===== src/rtl/jump_branch_unit.sv =====
// Execute-stage control-transfer resolver: JAL/JALR/branches with registered results
// and a flush sequencer that kills wrong-path instructions after a taken redirect.
module jump_branch_unit #(
   parameter int XLEN         = 32,
   parameter int IALIGN       = 32,
   parameter int FLUSH_CYCLES = 2
) (
   input  logic            clk,
   input  logic            reset,
   input  logic            stall,
   input  logic            in_valid,
   input  logic [XLEN-1:0] pc,
   input  logic [XLEN-1:0] rs1,
   input  logic [XLEN-1:0] rs2,
   input  logic [XLEN-1:0] imm,
   input  logic [5:0]      aluSelect,
   output logic            out_valid,
   output logic            redirect,
   output logic [XLEN-1:0] next_pc,
   output logic [XLEN-1:0] link_value,
   output logic            misaligned,
   output logic            flush
);

   localparam logic [5:0] OP_JAL  = 6'b000011;
   localparam logic [5:0] OP_JALR = 6'b000100;
   localparam logic [5:0] OP_BEQ  = 6'b001000;
   localparam logic [5:0] OP_BNE  = 6'b001001;
   localparam logic [5:0] OP_BLT  = 6'b001100;
   localparam logic [5:0] OP_BGE  = 6'b001101;
   localparam logic [5:0] OP_BLTU = 6'b001110;
   localparam logic [5:0] OP_BGEU = 6'b001111;

   localparam logic [0:0] ST_IDLE  = 1'b0;
   localparam logic [0:0] ST_FLUSH = 1'b1;

   localparam logic [XLEN-1:0] PC_STEP   = XLEN'(4);
   localparam logic [3:0]      FLUSH_LEN = 4'(FLUSH_CYCLES);
   localparam logic            HAS_FLUSH = (FLUSH_CYCLES > 0);

   logic [0:0]      state_reg;
   logic [3:0]      cnt_reg;
   logic            known;
   logic            taken;
   logic            target_bad;
   logic            accept;
   logic            start_flush;
   logic [XLEN-1:0] seq_pc;
   logic [XLEN-1:0] target;

   always_comb begin
      known = 1'b1;
      taken = 1'b0;
      unique case (aluSelect)
         OP_JAL, OP_JALR: taken = 1'b1;
         OP_BEQ:          taken = (rs1 == rs2);
         OP_BNE:          taken = (rs1 != rs2);
         OP_BLT:          taken = ($signed(rs1) <  $signed(rs2));
         OP_BGE:          taken = ($signed(rs1) >= $signed(rs2));
         OP_BLTU:         taken = (rs1 <  rs2);
         OP_BGEU:         taken = (rs1 >= rs2);
         default:         known = 1'b0;
      endcase

      seq_pc = pc + PC_STEP;
      // JALR drops bit 0 of the computed address before alignment is judged
      if (aluSelect == OP_JALR)
         target = (rs1 + imm) & ~XLEN'(1);
      else
         target = pc + imm;

      target_bad  = (IALIGN == 32) ? (|target[1:0]) : target[0];
      accept      = in_valid & ~stall & (state_reg == ST_IDLE) & known;
      start_flush = accept & taken & ~target_bad & HAS_FLUSH;
   end

   always_ff @(posedge clk) begin
      if (reset) begin
         out_valid  <= 1'b0;
         redirect   <= 1'b0;
         misaligned <= 1'b0;
         next_pc    <= '0;
         link_value <= '0;
         state_reg  <= ST_IDLE;
         cnt_reg    <= 4'd0;
      end else if (!stall) begin
         if (accept) begin
            out_valid  <= 1'b1;
            redirect   <= taken & ~target_bad;
            misaligned <= taken & target_bad;
            next_pc    <= taken ? target : seq_pc;
            link_value <= seq_pc;
         end else begin
            out_valid  <= 1'b0;
            redirect   <= 1'b0;
            misaligned <= 1'b0;
         end

         unique case (state_reg)
            ST_IDLE: begin
               if (start_flush) begin
                  state_reg <= ST_FLUSH;
                  cnt_reg   <= FLUSH_LEN;
               end
            end
            default: begin
               // last flush cycle: leave so the next edge can accept again
               cnt_reg <= cnt_reg - 4'd1;
               if (cnt_reg <= 4'd1)
                  state_reg <= ST_IDLE;
            end
         endcase
      end
   end

   assign flush = (state_reg == ST_FLUSH);

endmodule


===== config.mk =====
export PLATFORM = sky130hd
export DESIGN_NAME = jump_branch_unit
export DESIGN_NICKNAME = d
export VERILOG_FILES = /design/src/rtl/jump_branch_unit.sv
export SDC_FILE = /design/constraint.sdc
export NUM_CORES = 1
export LEC_CHECK = 0
export ABC_AREA = 1
export ABC_CLOCK_PERIOD_IN_PS = 6200
export BUFFER_PORTS_ARGS = -buffer_cell sky130_fd_sc_hd__buf_2
export CORE_UTILIZATION = 45
export CTS_CLUSTER_DIAMETER = 120
export DETAILED_ROUTE_END_ITERATION = 6
export GPL_ROUTABILITY_DRIVEN = 0
export HOLD_SLACK_MARGIN = 0.15
export PLACE_DENSITY_LB_ADDON = 0.05
export SLEW_MARGIN = 20
export SYNTH_ARGS = -nofsm -noshare
export SYNTH_HDL_FRONTEND = slang
export SYNTH_SLANG_ARGS = --single-unit
export TNS_END_PERCENT = 50

===== constraint.sdc =====
create_clock -name clk -period 6.2 [get_ports clk]
set_input_delay 1.86 -clock clk [delete_from_list [all_inputs] [get_ports clk]]
set_output_delay 1.86 -clock clk [all_outputs]
set_load 0.03 [all_outputs]

# Word-level counts from Yosys, hierarchy flattened
# Index checks and enable logic that the tools add are counted.
# op_classes
n_addsub	4
magnitude_cmp	5
n_eq_ne	10
mux	12
bitwise_logic	10
n_reduce_logical	6
# op_table
cell	count
32-bit adder	2
32-bit greater-or-equal comparator	2
32-bit < comparator	2
32-bit two-way mux	2
6-bit by 4-bit equality test with 1-bit output (second input constant)	6
32-bit by 3-bit adder with 32-bit output (second input constant)	1
32-bit equality test	1
32-bit != test	1
4-bit two-way mux	2
8-bit OR reduction	1
1-bit AND	7
1-bit two-way mux	7
1-bit case mux with 7 select lines	1
6-bit by 2-bit equality test with 1-bit output (second input constant)	1
6-bit by 3-bit equality test with 1-bit output (second input constant)	1
4-bit by 1-bit less-or-equal comparator with 1-bit output (second input constant)	1
2-bit AND reduction	2
2-bit OR reduction	2
4-bit by 1-bit subtractor with 4-bit output (second input constant)	1
1-bit inverter	3
2-bit nonzero test	1
# word_totals
regBits	72
inputBits	138
out_inout_bits	68

# Longest topological paths before layout
# Gate-level depths: netlist (run 1).
# logic_depth
depth_word	8
mapped_depth	22

# Least setup slack after synthesis (run 1)
# Ideal clock, no wire load.
# synth_timing
path_type	in2reg
from	input port pc[0]
to	register next_pc[30]
setup_time_ps	132
arrival_ps	3653
required_time_ps	6068
setup_slack_ps	2415
path_stages	17
cell_sequence	ha_1 -> inv_1 -> fa_1 -> o21ai_0 -> nand2_1 -> nand2_1 -> nand3_1 -> nand2_1 -> nand2_1 -> nand2_1 -> nand2_1 -> nand3_1 -> nand2_1 -> inv_1 -> nand2_1 -> nand3_1 -> a21oi_1
# synth_via
elab_chain_len	3
elab_cells_between_ends	4
# synth_rtl
item	line	text
start, declared	12	input logic [XLEN-1:0] pc,
32-bit adder	70	target = pc + imm;
32-bit two-way mux	67	if (aluSelect == OP_JALR)
32-bit two-way mux *	91	next_pc <= taken ? target : seq_pc;
end signal, assigned	91	
end, declared	19	output logic [XLEN-1:0] next_pc,
# Mark *: on every way between the ends. The rest lies on a longest branch, timed or not.
# A chain may end at the register's enable or synchronous reset.

# Worst setup path in the final report (run 1)
# layout_timing
from	input port rs1[31]
to	register cnt_reg[1]
# layout_via
elab_chain_len	6
elab_cells_between_ends	11
# layout_rtl
item	line	text
start, declared	13	input logic [XLEN-1:0] rs1,
32-bit greater-or-equal comparator (tied with other cells)	61	OP_BGEU: taken = (rs1 >= rs2);
1-bit case mux with 7 select lines *	54	unique case (aluSelect)
1-bit AND * (2 in series)	74	start_flush = accept & taken & ~target_bad & HAS_FLUSH;
2-bit nonzero test (no line) *	n/a	
2-bit AND reduction (no line) *	n/a	
end signal, assigned	108	cnt_reg <= cnt_reg - 4'd1;
end, declared	42	logic [3:0] cnt_reg;
# Marks and branches as above.

==> results.cfg, run 1 <==
[sta]
setup_tns_ps = 0
fmax_mhz = 208
hold_violations = 0
rsz0062_at_grt = false
max_slew_margin_pct = 36.7
tightest_slew_ps = 940
clock_skew_ps = 10.3
slew_viol_final = 0
finalCriticalPeriod_ps = 4800
fin_crit_sh_pct = 77.4
finalSetupViolCount = 0

[routing]
drtAntennaViolNets = 0
num_vias = 10600
drc = 0
wire_per_inst_um = 16.0
drtPass1Iterations = 7
drtIter0Drc = 858
drt-total-wl_mm = 32.0
viasPerCell = 5.33

[global_routing]
track_usage_pct = 31.3
grt_max_degree = 61
first_global_vias = 9294
antenna_found_initial = 1
gr-max-usage-layer = met2
grt_pass1_wl_mm = 49.0
gr-usage-met1_pct = 43.5
grtUsageMet3_pct = 2.38
grt_overflow = 0
met2_usage_pct = 49.8

[logic_synthesis]
syn_nets = 1777
yosys_most_used_dff = dfxtp_1
synth-seq-cells = 72
synthTopCellsByArea = nand2_1 17%, dfxtp_1 16%, ha_1 13%, inv_1 9.9%, a21oi_1 9.1%
yosysTopAreaCellShare_pct = 16.5
syn_inst = 1541
ys_seq_area_share_pct = 16.1
syn-cell-area_um2 = 8930
async_reset_ff_share_pct = 0
yosys.area.top_type = nand2_1
synth_edf_count = 0
yosysUniqueCellTypes = 39
ys_warn_count = 0
syn_area_per_cell_um2 = 5.79

[cts]
hold_buffers = 0
clockRootBuffer = clkbuf_16
clk_latency_ps = 340
cts_tree = yes
clkSinkCount = 72
clk_pin_slew_ps = 60
cts_buffers = 9
cts_setup_buffers = 0
cts_max_path_buffers = 2
htreeDepth = 3
post_cts_resized = 0

[setup_path]
cp_data_required_time_ps = 6430
cp_max_fo = 37
reg2reg_from = flush
path_class = in2reg
cp-startpoint = rs1[31]
r2r_setup_slack_ps = 4060
r2r_end = next_pc[10]
critPathCapture = cnt_reg[1]
worstSetupStartpointType = primary input
endpoint_kind = register
ff2ff_path_depth = 8
worstPathArrival_ps = 5020

[finish]
layout_common_cells = 393 x nand2_1, 236 x inv_1, 205 x buf_2, 163 x a21oi_1, 152 x nand3_1
layout.cells.non_filler = 1998
drive_above_1_share_pct = 13.7
area_growth_pct = 17.9
layout_commonest_cell = nand2_1
nets = 1963

[pwr]
p_sw_share_pct = 36.8
leakagePower_nw = 5.60
p_per_area_nw_per_um2 = 168
power_frac_comb_pct = 38.6
clkPwrFrac_pct = 34.4
p_seq_share_pct = 26.9
intPower_w = 0.00112
switching_power_w = 0.000650
vdd_drop_max_mv = 0.122

[die]
start_util_pct = 45.9
die_height_um = 143
core_area_um2 = 19500
row_count = 51
die_area_um2 = 20400
die_w_um = 143
num_io_pins = 206

[run]
drv_cap = 0

[placed_design]
port_buffers = 205
dp_hpwl_mm = 27.1
dp_cells = 1981

[status]
status = complete, no violations

[worst_hold_path]
hold_class = reg2reg
## synthesized netlist by cell type, types with 2 or more instances
cell	instances
nand3b_1	8
fa_1	2
nand2_1	393
nor3_1	17
inv_1	236
o2111ai_1	2
dfxtp_1	72
o21ai_1	2
or2_2	3
a21oi_1	163
o21a_1	5
a21boi_0	9
xnor2_1	19
o21bai_1	13
ha_1	96
and3_1	3
nand3_1	152
a21o_1	4
nand4_1	16
buf_2	7
nor4_1	11
nor2_1	138
clkbuf_1	20
buf_1	4
clkinv_1	2
o21ai_0	100
xor2_1	27
nor2_2	4
buf_6	3
## power groups by stage
stage,Combinational (W),Clock (W),Sequential (W)
floorplan,0.000429,0,0.000503
global placement,0.000662,0,0.000486
detailed placement,0.000666,0,0.000486
CTS,0.000670,0.000614,0.000476
global route,0.000761,0.000634,0.000476
finish,0.000682,0.000608,0.000476
## cells by family (layout without fill, tap and decap cells)
| group | Yosys count | in the layout | share of synthesized area, % |
|---|---|---|---|
| other cells | 0 | 1 | 0 |
| fa+ha+maj | 98 | 98 | 13.9 |
| compound gates | 302 | 302 | 18.0 |
| buf+inv | 274 | 465 | 11.9 |
| flops | 72 | 72 | 16.1 |
| simple gates | 749 | 749 | 35.6 |
| xor+xnor | 46 | 46 | 4.51 |
## final cells by class
class | instances | area, um2
Clock buffer | 11 | 253
Tap cell | 265 | 332
Sequential cell | 72 | 1440
Fill cell | 2119 | 8930
Timing Repair Buffer | 210 | 1080
Inverter | 239 | 897
Antenna cell | 1 | 2.50
Multi-Input combinational cell | 1195 | 6420
Clock inverter | 5 | 103
## worst min-delay path by stage
stage,slack [ps],cells after the start,startpoint,endpoint
after floorplan,450,1,cnt_reg[0],cnt_reg[0]
after global placement,450,2,misaligned,misaligned
after detailed placement,460,2,misaligned,misaligned
after CTS,470,2,next_pc[2],next_pc[2]
after global routing,480,2,next_pc[29],next_pc[29]
final,460,2,next_pc[2],next_pc[2]
## stage by stage
step / util [%] / hold WS (ps) / area (um2) / setup WS, ps / total power, W
after floorplan: - / 454 / 8930 / 2420 / 0.000931
after global placement: 52.3 / 448 / 10200 / 1210 / 0.00115
after detailed placement: 52.3 / 457 / 10200 / 1140 / 0.00115
after CTS: 54.1 / 466 / 10500 / 1470 / 0.00176
after global routing: 54.1 / 481 / 10500 / 1040 / 0.00187
final: 54.1 / 460 / 10500 / 1400 / 0.00177
## routing by layer
layer	wire (um)	vias to the layer above
li1	-	5427
met4	1280	0
met3	2220	64
met1	14700	4697
met5	0	-
met2	13800	452
## worst max-delay path, cell delays in order
cell and delay, ps:
buf_2 110, ha_1 410, nand2_1 120, nor2_2 130
nand2_1 90, nor3b_2 310, nand2_1 180, nand3_1 140
nand3_1 120, nand2_2 480, nand3_4 490, nand2_1 350
nand3_1 100, nand2_1 70, nor2_1 50
Power figures use the tool's default switching activity.
==> inputs of run 2 (changes only) <==
- ABC_CLOCK_PERIOD_IN_PS: 6200 -> 4100
- clock period: 6.2 -> 4.1 ns (I/O delays scaled with it)
==> results.cfg, run 2 (synthesis results as in run 1) <==
[global_routing]
track_usage_pct = 32.1
grt_max_degree = 47
grt_overflow = 0
first_global_vias = 9592
antenna_found_initial = 0
grt_pass1_wl_mm = 50.2

[sta]
max_slew_margin_pct = 40.6
fin_crit_sh_pct = 84.1
fmax_mhz = 290
fin_ws_ps = 650
hold_violations = 0
setup_tns_ps = 0
rsz0062_at_grt = false
clock_skew_ps = 6.12
finalSetupViolCount = 0
tightest_slew_ps = 890
slew_viol_final = 0
finalCriticalPeriod_ps = 3450

[die]
die_height_um = 143
row_count = 51
start_util_pct = 45.9
die_w_um = 143
num_io_pins = 206
core_area_um2 = 19500
die_area_um2 = 20400

[routing]
drc = 0
drtAntennaViolNets = 0
wire_per_inst_um = 16.2
num_vias = 10700
drtIter0Drc = 899
viasPerCell = 5.33
drtPass1Iterations = 5
drt-total-wl_mm = 32.6

[cts]
clk_pin_slew_ps = 60
htreeDepth = 3
cts_tree = yes
cts_buffers = 9
clockRootBuffer = clkbuf_16
post_cts_resized = 0
cts_max_path_buffers = 2
hold_buffers = 0
cts_setup_buffers = 0
clkSinkCount = 72
clk_latency_ps = 330

[finish]
drive_above_1_share_pct = 14.3
area_growth_pct = 18.3
antenna_cells = 0
layout_commonest_cell = nand2_1
nFillCells = 2105
nets = 1975
seq_area_um2 = 1440
layout_common_cells = 393 x nand2_1, 236 x inv_1, 205 x buf_2, 163 x a21oi_1, 152 x nand3_1
multi_input_area_um2 = 6420

[pwr]
vdd_drop_max_mv = 0.192
leakagePower_nw = 5.64
switching_power_w = 0.00101
clkPwrFrac_pct = 31.3
p_sw_share_pct = 39.2
intPower_w = 0.00156
power_frac_comb_pct = 40.7
p_per_area_nw_per_um2 = 243
finalPower_w = 0.00257
p_seq_share_pct = 28.0

[placed_design]
post-place-ws_ps = 345
dp_hpwl_mm = 27.6
port_buffers = 205

[setup_path]
cp_data_required_time_ps = 4330
path_class = in2reg
endpoint_kind = register
worstPathArrival_ps = 3680
cp_max_fo = 18
worstSetupStartpointType = primary input

[run]
drv_cap = 0

[worst_hold_path]
hold_class = reg2reg

[status]
status = complete, no violations
-- run 2: cell types whose count changed in the layout (fill, tap and decap cells not counted) --
cell,delta
inv_6,+1
clkinvlp_4,+1
diode_2,-1
clkbuf_8,-1
bufinv_16,-2
buf_4,+12
clkinv_4,+1
-- run 2: cell type report --
class                           instances  share of cell area, %
Timing Repair Buffer                  222                   11.0
Inverter                              239                   8.49
Multi-Input combinational cell       1195                   60.8
Clock inverter                          6                  0.639
Sequential cell                        72                   13.6
Tap cell                              265                   3.14
Clock buffer                           10                   2.26
-- run 2: per-stage QoR --
stage	hold WS, ps	instances	area (um2)	utilization (%)
2_1_floorplan	454	1541	8930	-
3_3_place_gp	454	1993	10300	52.7
3_5_place_dp	452	1993	10300	52.7
4_1_cts	462	2009	10600	54.3
5_1_grt	484	2009	10600	54.3
6_report	462	2009	10600	54.3
-- run 2: power groups by stage --
stage / clock [W] / combinational (W) / sequential, W
floorplan: 0 / 0.000648 / 0.000760
global placement: 0 / 0.00102 / 0.000735
detailed placement: 0 / 0.00102 / 0.000735
CTS: 0.000807 / 0.00102 / 0.000719
global route: 0.000842 / 0.00116 / 0.000720
finish: 0.000803 / 0.00104 / 0.000719
-- run 2: final timing paths --
check                  start             end  slack, ps  depth (start not counted)
setup / recovery     rs1[31]      next_pc[8]        650                         18
hold / removal    next_pc[1]      next_pc[1]        460                          2
setup reg to reg       flush  link_value[11]       2520                          6
hold reg to reg   next_pc[1]      next_pc[1]        460                          2
-- run 2: critical path, stage by stage --
cell and delay [ps]:
buf_2 110, ha_1 380, nand2_1 120, nor2_2 130, nand2_1 80, nor3b_2 300, nand2_1 150, nand2_1 80
nand2_1 40, nor2_1 80, nand3_1 100, clkinv_1 80, nand3_4 210, buf_4 260, nand2_1 60, nand2_1 40
o21ai_0 140, inv_1 50
-- run 2: per-layer routing --
| layer | track usage [%] | routed length [um] | share of wire [%] |
|---|---|---|---|
| met1 | 42.8 | 14500 | 44 |
| met2 | 50.4 | 14000 | 43 |
| met3 | 5.67 | 2770 | 8.5 |
| met4 | 14.1 | 1370 | 4.2 |
| met5 | 0 | 0 | 0 |
==> inputs of run 3 (changes only) <==
- ABC_CLOCK_PERIOD_IN_PS: 4100 -> 3200
- clock period: 4.1 -> 3.2 ns (I/O delays scaled with it)
==> results.cfg, run 3 (synthesis results as in run 1) <==
[status]
status = complete, no violations

[pwr]
p_per_area_nw_per_um2 = 299
leakagePower_nw = 6.02
vdd_drop_max_mv = 0.220

[sta]
clock_skew_ps = 9.21
tightest_slew_ps = 863
max_slew_margin_pct = 42.4
finalSetupViolCount = 0
fmax_mhz = 338
slew_viol_final = 0
rsz0062_at_grt = false
fin_ws_ps = 243
fin_crit_sh_pct = 92.4
setup_tns_ps = 0
hold_violations = 0
whs_ps = 460
finalCriticalPeriod_ps = 2960

[cts]
clkSinkCount = 72
hold_buffers = 0
post_cts_resized = 0
cts_max_path_buffers = 2
clk_pin_slew_ps = 70
cts_buffers = 9
clk_latency_ps = 330
htreeDepth = 3
cts_tree = yes
clockRootBuffer = clkbuf_16
cts_setup_buffers = 0

[routing]
drtPass1Iterations = 6
wire_per_inst_um = 15.4
viasPerCell = 5.24
drc = 0
drt-total-wl_mm = 32.2
num_vias = 10900
drtAntennaViolNets = 0
drtIter0Drc = 739

[placed_design]
port_buffers = 205
post-place-ws_ps = -115
dp_hpwl_mm = 27.6
place_area_um2 = 10900

[finish]
antenna_cells = 0
layout_commonest_cell = nand2_1
layout_common_cells = 393 x nand2_1, 236 x inv_1, 205 x buf_2, 163 x a21oi_1, 152 x nand3_1
area_growth_pct = 25.5
nets = 2056
stdcell_area_um2 = 11200
drive_above_1_share_pct = 18.1
fin_util_pct = 57.6

[die]
start_util_pct = 45.9
core_area_um2 = 19500
num_io_pins = 206
die_height_um = 143
die_w_um = 143
die_area_um2 = 20400
row_count = 51

[global_routing]
gr-max-usage-layer = met2
grt_pass1_wl_mm = 50.8
met2_usage_pct = 52.2
track_usage_pct = 32.0
grt_overflow = 0
first_global_vias = 9873
grtUsageMet3_pct = 3.72
grt_max_degree = 46
gr-usage-met1_pct = 43.2
antenna_found_initial = 0

[setup_path]
worstSetupStartpointType = primary input
path_class = in2reg
worstPathArrival_ps = 3160
cp_max_fo = 29
endpoint_kind = register
cp_data_required_time_ps = 3400

[run]
drv_cap = 0

[worst_hold_path]
hold_class = reg2reg
==> run 3: path summary, 6_finish.rpt <==
| check | start | endpoint | slack [ps] | depth (start not counted) |
|---|---|---|---|---|
| hold / removal | redirect | redirect | 460 | 2 |
| hold reg to reg | redirect | redirect | 460 | 2 |
| setup reg to reg | flush | cnt_reg[0] | 1700 | 7 |
| setup / recovery | rs1[31] | next_pc[3] | 240 | 15 |
==> run 3: area by class of cell <==
| cell class | instances | area (um2) |
|---|---|---|
| Inverter | 239 | 897 |
| Tap cell | 265 | 332 |
| Multi-Input combinational cell | 1195 | 6420 |
| Timing Repair Buffer | 303 | 1820 |
| Fill cell | 2060 | 8260 |
| Clock buffer | 9 | 225 |
| Sequential cell | 72 | 1440 |
| Clock inverter | 7 | 60.1 |
==> run 3: routing by layer <==
layer	routed length, um	vias to the layer above
li1	-	5601
met1	14500	4841
met2	14000	449
met3	2610	58
met4	1100	0
met5	0	-
==> run 3: power by group <==
part           total (W)  internal, W  switching [W]
registers       0.000922     0.000913     0.00000892
clock network   0.000976     0.000539       0.000438
logic            0.00146     0.000561       0.000895
==> run 3: critical path: stages <==
cell and delay (ps):
buf_2 110, ha_1 310, nand2_1 90, nor2_2 140, nand2_1 110, nor3b_2 160, buf_4 160, nand2_1 120
nand3_1 140, nand3_1 100, nand2_2 100, buf_4 320, nand3_1 130, nand3_1 130, a21oi_1 70
==> run 3: metrics by stage <==
stage                     instances  total power, W
after floorplan                1541         0.00180
after global placement         2074         0.00236
after detailed placement       2074         0.00237
after CTS                      2090         0.00334
after global routing           2090         0.00358
final                          2090         0.00335
